## config.mk

```make
export PLATFORM = sky130hd
export DESIGN_NAME = terrain_scroll
export DESIGN_NICKNAME = d
export VERILOG_FILES = /design/src/rtl/moon_pkg.sv /design/src/rtl/terrain_scroll_lfsr16.sv /design/src/rtl/terrain_scroll.sv
export SDC_FILE = /design/constraint.sdc
export NUM_CORES = 1
export LEC_CHECK = 0
export ABC_AREA = 1
export BUFFER_PORTS_ARGS = -buffer_cell sky130_fd_sc_hd__buf_2
export CAP_MARGIN = 0
export CORE_MARGIN = 2
export CORE_UTILIZATION = 61
export CTS_BUF_LIST = sky130_fd_sc_hd__clkbuf_16
export DETAILED_ROUTE_END_ITERATION = 8
export HOLD_SLACK_MARGIN = 0.06
export PLACE_DENSITY = 0.91
export SETUP_SLACK_MARGIN = 0.4
export SLEW_MARGIN = 20
export SYNTH_ARGS = -nofsm -noshare
export SYNTH_HDL_FRONTEND = slang
export SYNTH_SLANG_ARGS = --single-unit
```

## constraint.sdc

```tcl
create_clock -name clk_i -period 6 [get_ports clk_i]
set_clock_uncertainty 0.05 [all_clocks]
set_input_delay 1.8 -clock clk_i [delete_from_list [all_inputs] [get_ports clk_i]]
set_output_delay 1.8 -clock clk_i [all_outputs]
set_load 0.03 [all_outputs]
```

## src/rtl/moon_pkg.sv

```systemverilog
// Shared types and defaults for the terrain scroller: FSM states, world/column
// geometry defaults and the terrain LFSR seed, tap mask and step function.
package moon_pkg;

  typedef enum logic [1:0] {
    ST_IDLE = 2'd0,
    ST_RUN  = 2'd1,
    ST_HOLD = 2'd2
  } state_t;

  localparam int          WORLD_W_DEF   = 640;
  localparam int          COL_W_DEF     = 8;
  localparam logic [15:0] LFSR_SEED_DEF = 16'hACE1;
  // Right-shifting Fibonacci form of taps 16,14,13,11 (state bits 0,2,3,5).
  localparam logic [15:0] LFSR_TAPS     = 16'h002D;

  function automatic logic [15:0] lfsr_step(input logic [15:0] s);
    return {^(s & LFSR_TAPS), s[15:1]};
  endfunction

endpackage

```

## src/rtl/terrain_scroll_lfsr16.sv

```systemverilog
// 16-bit Fibonacci LFSR terrain generator; advances one step per adv_i pulse.
module lfsr16
  import moon_pkg::*;
#(
  parameter logic [15:0] SEED = LFSR_SEED_DEF
) (
  input  logic        clk_i,
  input  logic        rst_ni,
  input  logic        adv_i,
  output logic [15:0] state_o
);

  logic [15:0] r_state;

  always_ff @(posedge clk_i or negedge rst_ni) begin
    if (!rst_ni) begin
      r_state <= SEED;
    end else if (adv_i) begin
      r_state <= lfsr_step(r_state);
    end
  end

  assign state_o = r_state;

endmodule

```

## src/rtl/terrain_scroll.sv

```systemverilog
// Side-scroll offset tracker and terrain column emitter with valid/ready output.
// Optional acceleration levels are enabled by defining SCROLL_ACCEL_EN.
module terrain_scroll
  import moon_pkg::*;
#(
  parameter int          WORLD_W   = WORLD_W_DEF,
  parameter int          COL_W     = COL_W_DEF,
  parameter logic [15:0] LFSR_SEED = LFSR_SEED_DEF
) (
  input  logic       clk_i,
  input  logic       rst_ni,
  input  logic       scroll_tog_i,
  input  logic       run_i,
  input  logic [1:0] speed_i,
  input  logic       col_ready_i,
  output logic [9:0] offset_o,
  output logic       col_valid_o,
  output logic [7:0] col_data_o,
  output logic       stall_o,
  output logic [1:0] level_o
);

  // acc < COL_W and step < COL_W, so acc+step always fits in one extra bit.
  localparam int               ACC_W   = $clog2(COL_W) + 1;
  localparam logic [10:0]      WORLD_L = 11'(WORLD_W);
  localparam logic [ACC_W-1:0] COL_L   = ACC_W'(COL_W);

  state_t           r_state, w_state_nxt;
  logic             r_tog, r_col_valid, r_data_en, r_stall;
  logic [9:0]       r_offset;
  logic [ACC_W-1:0] r_acc, w_acc_sum;
  logic [10:0]      w_off_sum, w_off_nxt;
  logic [2:0]       w_step;
  logic [1:0]       w_level;
  logic [15:0]      w_lfsr;
  logic             w_tick, w_hs, w_blocked, w_accept, w_emit, w_drop;
  logic             w_unused;

  assign w_tick    = scroll_tog_i ^ r_tog;
  assign w_step    = 3'(speed_i) + 3'd1 + 3'(w_level);
  assign w_off_sum = {1'b0, r_offset} + 11'(w_step);
  assign w_off_nxt = (w_off_sum >= WORLD_L) ? (w_off_sum - WORLD_L) : w_off_sum;
  assign w_acc_sum = r_acc + ACC_W'(w_step);

  assign w_hs      = r_col_valid & col_ready_i;
  assign w_blocked = r_col_valid & ~col_ready_i;
  assign w_accept  = w_tick & (r_state == ST_RUN) & ~w_blocked;
  assign w_emit    = w_accept & (w_acc_sum >= COL_L);
  assign w_drop    = w_tick & ((r_state == ST_HOLD) | ((r_state == ST_RUN) & w_blocked));

  always_comb begin
    w_state_nxt = r_state;
    case (r_state)
      ST_IDLE: if (run_i) w_state_nxt = ST_RUN;
      ST_RUN: begin
        if (w_blocked)                    w_state_nxt = ST_HOLD;
        else if (!run_i && !r_col_valid)  w_state_nxt = ST_IDLE;
      end
      ST_HOLD: if (w_hs) w_state_nxt = run_i ? ST_RUN : ST_IDLE;
      default: w_state_nxt = ST_IDLE;
    endcase
  end

  always_ff @(posedge clk_i or negedge rst_ni) begin
    if (!rst_ni) begin
      r_state     <= ST_IDLE;
      r_tog       <= 1'b0;
      r_offset    <= '0;
      r_acc       <= '0;
      r_col_valid <= 1'b0;
      r_data_en   <= 1'b0;
      r_stall     <= 1'b0;
    end else begin
      r_state <= w_state_nxt;
      r_tog   <= scroll_tog_i;
      r_stall <= w_drop;
      if (w_accept) begin
        r_offset <= w_off_nxt[9:0];
        r_acc    <= w_emit ? (w_acc_sum - COL_L) : w_acc_sum;
      end
      // A new column wins over a handshake completing in the same cycle.
      if (w_emit) begin
        r_col_valid <= 1'b1;
        r_data_en   <= 1'b1;
      end else if (w_hs) begin
        r_col_valid <= 1'b0;
      end
    end
  end

`ifdef SCROLL_ACCEL_EN
  logic [5:0] r_col_cnt;
  logic [1:0] r_level;

  always_ff @(posedge clk_i or negedge rst_ni) begin
    if (!rst_ni) begin
      r_col_cnt <= '0;
      r_level   <= '0;
    end else if (w_hs) begin
      r_col_cnt <= r_col_cnt + 6'd1;
      if (r_col_cnt == 6'd63 && r_level != 2'd3) r_level <= r_level + 2'd1;
    end
  end

  assign w_level = r_level;
`else
  assign w_level = 2'd0;
`endif

  lfsr16 #(.SEED(LFSR_SEED)) u_lfsr (
    .clk_i   (clk_i),
    .rst_ni  (rst_ni),
    .adv_i   (w_emit),
    .state_o (w_lfsr)
  );

  // The LFSR only moves on emission, so its low byte is the held column height.
  assign col_data_o  = r_data_en ? w_lfsr[7:0] : 8'h00;
  assign offset_o    = r_offset;
  assign col_valid_o = r_col_valid;
  assign stall_o     = r_stall;
  assign level_o     = w_level;
  assign w_unused    = ^{w_lfsr[15:8], w_off_nxt[10]};

endmodule

```

Yosys cells after proc, flatten, opt, wreduce, memory -nomap -nowiden --
Cells that the tools add are included.
Word-level totals: word-level logic and storage cells 49, register bits 36, bits of input ports 7, output and inout port bits 22
Operators by class: bitwise logic cells 11, reductions and logical operators 7, magnitude comparators 2, add/subtract/negate cells 5, multiplexer cells 11, equality and inequality tests 5
Operators by type and width (count):
- XOR reduction 16 bit | 1
- adder 10 x 3 -> 11 bit | 1
- greater-or-equal comparator 11 x 10 -> 1 bit (second input constant) | 1
- 2-to-1 mux 10 bit | 1
- subtractor 10 bit (second input constant) | 1
- 2-to-1 mux 2 bit | 4
- 2-to-1 mux 8 bit | 1
- bitwise AND 1 bit | 7
- case mux 2 bit (3 select lines) | 1
- adder 4 x 3 -> 4 bit | 1
- greater-or-equal comparator 4 bit (second input constant) | 1
- 2-to-1 mux 4 bit | 1
- inequality test 2 bit (second input constant) | 2
- subtractor 4 bit (second input constant) | 1
- adder 2 x 1 -> 3 bit (second input constant) | 1
- 2-to-1 mux 1 bit | 3
- inequality test 3 x 2 -> 1 bit (second input constant) | 1
- AND reduction 3 bit | 1
- equality test 2 x 1 -> 1 bit (second input constant) | 1
- equality test 2 bit (second input constant) | 1
- logical NOT 1 bit | 2
- logical NOT 2 bit | 1
- NOT 1 bit | 2
- nonzero test 2 bit | 1
- 3 further kinds | 3

Logic depth before layout (Yosys ltp) --
depth in word-level cells 6, depth in mapped cells 18, depth with buffers taken out 18

Hierarchy --
From an unflattened synthesis, not the netlist that was laid out.
Unflattened totals: cell total of the unflattened synthesis 276, area total of the unflattened synthesis 2080.7 µm²
By module, submodules not included:
- terrain_scroll | area each 1387.6 µm², instances 1, seq. area each 500.5 µm², cells an instance 197
- lfsr16 | area each 693.2 µm², instances 1, seq. area each 410.4 µm², cells an instance 79

Worst setup path before layout --
No wires, ideal clock.
kind input port to flip-flop, start point in speed_i[0], end point reg r_offset[7], in the netlist offset_o[7], arrival time 3708 ps, setup slack 2125 ps, required time 5833 ps, stages on the path 16, setup time 117 ps, buffers on the path 0, cell sequence ha_1 inv_1 fa_1 inv_1 nand4_2 nand2_2 nand3b_1 nand2_2 inv_1 ha_1 o21ai_1 inv_1 nand2_2 nand2_1 nand3_1 nand2_1
Between the ends: word-level cells in the longest chain between the ends 4, elaborated cells between the ends (all ways) 5, those cells by class add/sub (3); order compare (1); mux (1)
RTL lines:
- start, declared | line terrain_scroll.sv:14 | input logic [1:0] speed_i,
- adder 2 x 1 -> 3 bit (*) | line terrain_scroll.sv:40 | assign w_step = 3'(speed_i) + 3'd1 + 3'(w_level);
- adder 10 x 3 -> 11 bit (*) | line terrain_scroll.sv:41 | assign w_off_sum = {1'b0, r_offset} + 11'(w_step);
- subtractor 10 bit / greater-or-equal comparator 11 x 10 -> 1 bit (equally long branches) | line terrain_scroll.sv:42 | assign w_off_nxt = (w_off_sum >= WORLD_L) ? (w_off_sum - WORLD_L) : w_off_sum;
- 2-to-1 mux 10 bit (*) | line terrain_scroll.sv:42
- end signal, assigned | line terrain_scroll.sv:78 | r_offset <= w_off_nxt[9:0];
- end, declared | line terrain_scroll.sv:30 | logic [9:0] r_offset;
Every way passes the cells marked *; elsewhere a longest branch is shown, timed or not. A chain may end at the register's enable or synchronous reset.

Worst setup path after layout --
Same ends and word-level chain as after synthesis.

==> results.md <==
- Power share of the clock group: 22.7%
- Slew @ Worst Pin: 0.951 ns
- YS warnings: 0
- Tightest Hold Check Type: flip-flop to flip-flop
- Post-Route Utilization: 72.3%
- Post-CTS setup buffers: 0
- Leading cell types in the layout, fill and taps excluded: nand2_1 (77), inv_1 (42), dfrtp_1 (28)
- Max cap viols: 0
- Crit end category: flip-flop
- Syn Inst Count: 261
- Register share of total power: 34.5%
- Die area: 3980 um^2
- WP data arrival: 4.10 ns
- Worst path required time: 6.12 ns
- Remaining antenna violation count: 0
- Post-CTS sizing: 0
- Status: completed
- Setup TNS Final: 0 ns
- Initial antenna violation count: 0
- Clock tree sinks: 36
- Maximum VDD drop: 321 uV
- Leak Pwr: 1.31 nW
- Row cnt: 21
- Pre-antenna DRT Iters: 4
- Pin count of the biggest net entering global routing: 37
- Power Internal: 728 uW
- Hold-fix buffers, CTS: 0
- Crit share post-route: 66.3%
- Routability cong.: 0.874
- Final Hold Viols: 0
- Drt wl/cell: 12.6 um
- Clock H-tree levels: 2
- Seq/Total Area, Yosys: 42.7%
- Input/output buffers: 26
- Period minus WS final: 3.98 ns
- Slew Viols, Final: 0
- Chip Height: 63.1 um
- IO Pins: 29
- WHS: 0.431 ns
- Nets: 304
- Vias per cell: 5.22
- Root buf cell: clkbuf_16
- Number of global-route vias before repair: 1726
- Core area: 3340 um^2
- Sw frac: 42.8%
- Pwr Density: 527 nW/um^2
- Later-pin clock latency in the skew report: 0.28 ns
- First-pass GRT wire length: 7.38 mm
- Critical path launch point type: primary input
- DRC viols: 0
- Crit path kind: primary input to flip-flop
- CTS clk-pin slew, worst paths: 0.06 ns
- Layout area overhead: 13.3%
- Number of setup violations in the final report: 0
- Post-DP HPWL: 2.84 mm
- Unrepaired setup endpoints after global routing: false
- WL final: 4.21 mm
- Cell Area, Synth: 2130 um^2
- Synth unique cells: 34
- Reg-to-reg setup timing slack: 3.56 ns
- CTS Buf Count: 5
- Commonest non-fill, non-tap cell in the layout: nand2_1
- Layout cells sized above 1: 24.6%
- GR Overflow Total: 0
- Maximum clock rate: 251 MHz
- Crit-path max FO: 6
- CTS Buffer Depth: 2
- PnR worst setup slack: 2.02 ns
- Flops & latches, synth: 36
- Starting density of the core: 63.9%
- Tot GR Track Use: 24.0%
- Comb pwr share: 42.8%
- CTS tree: yes
- Slew HR: 36.4%
- Avg Inst Size Synth: 8.16 um^2
- Pre-CTS setup slack: 1.79 ns
- Initial DRC count: 82
- Antenna Cells: 0
- Chip width: 63.1 um
- Vias: 1750
- Switching pwr: 545 uW
[power by group through the flow]
stage | sequential, mW | combinational [mW] | clock [mW]
CTS | 0.439 | 0.548 | 0.293
global placement | 0.434 | 0.521 | 0
finish | 0.439 | 0.545 | 0.289
floorplan | 0.468 | 0.387 | 0
global route | 0.453 | 0.607 | 0.303
detailed placement | 0.441 | 0.535 | 0
[synth_stat cells (all sizes together)]
cell type	count	area [um^2]
fa	2	40.0
nand3	18	113
nand4	3	25.0
o211ai	2	15.0
dfrtp	28	701
buf	5	53.8
nor3	1	5.00
nand3b	2	15.0
nand2	91	392
ha	7	87.6
xnor2	4	35.0
inv	44	168
o21ai	28	166
a21boi	1	7.51
clkbuf	2	17.5
conb	1	3.75
xor2	2	17.5
dfstp	8	210
a21oi	1	5.00
or2	1	6.26
nor2	10	47.5
[metrics by stage]
stage / power, mW / cells / instance area [um^2]
after global routing: 1.36 / 335 / 2410
after detailed placement: 0.976 / 327 / 2250
after floorplan: 0.855 / 262 / 2130
final: 1.27 / 335 / 2410
after CTS: 1.28 / 335 / 2410
after global placement: 0.955 / 327 / 2250
[layout make-up]
cell class | count | area [um^2]
Clock buffer | 5 | 125
Multi-Input combinational cell | 175 | 985
Inverter | 44 | 168
Fill cell | 247 | 923
Sequential cell | 36 | 911
Timing Repair Buffer | 26 | 130
Clock inverter | 3 | 37.5
Tap cell | 46 | 57.6
[state kept, by name, summed over array words and instances, names as in the netlist]
register and count:
r_acc 4, r_data_en 1, r_tog 1, offset_o 10, r_state 2, col_valid_o 1
u_lfsr.state_o 16, stall_o 1
[worst max-delay path, cell delays in order]
cell and delay [ns]:
buf_2 0.12, ha_1 0.33, inv_1 0.10, fa_1 0.44, inv_1 0.10, nand4_2 0.12, nand2_2 0.12, nand3b_1 0.09
nand2_2 0.09, inv_1 0.06, ha_1 0.22, o21ai_1 0.15, inv_1 0.09, nand2_2 0.09, nand2_1 0.05, nand3_1 0.06
nand2_1 0.05
[final timing paths]
path | startpoint | end | cells after the start
max | speed_i[0] | offset_o[7]$_DFFE_PN0P_ | 17
min | u_lfsr.state_o[15]$_DFFE_PN1P_ | u_lfsr.state_o[15]$_DFFE_PN1P_ | 2
max reg2reg | offset_o[0]$_DFFE_PN0P_ | offset_o[7]$_DFFE_PN0P_ | 16
min reg2reg | u_lfsr.state_o[15]$_DFFE_PN1P_ | u_lfsr.state_o[15]$_DFFE_PN1P_ | 2
max in group asynchronous | rst_ni | r_acc[2]$_DFFE_PN0P_ | 1
min in group asynchronous | rst_ni | u_lfsr.state_o[8]$_DFFE_PN0P_ | 1
[metal layers]
layer	global-route usage [%]	part of all wire, %	vias to the layer above
met5	0	0	-
li1	-	-	856
met3	7.32	3.5	14
met1	28.9	42	849
met2	39.9	52	31
met4	10.0	2.7	0
[cells by family after synthesis]
logic type | synth area share [%]
AND/OR/NAND/NOR | 28.3
buffers and inverters | 11.2
flip-flops | 42.7
AO/OA/AOI/OAI | 9.10
adder cells (fa/ha/maj) | 5.99
XOR/XNOR | 2.47
other | 0.176
Power figures use the tool's default switching activity.
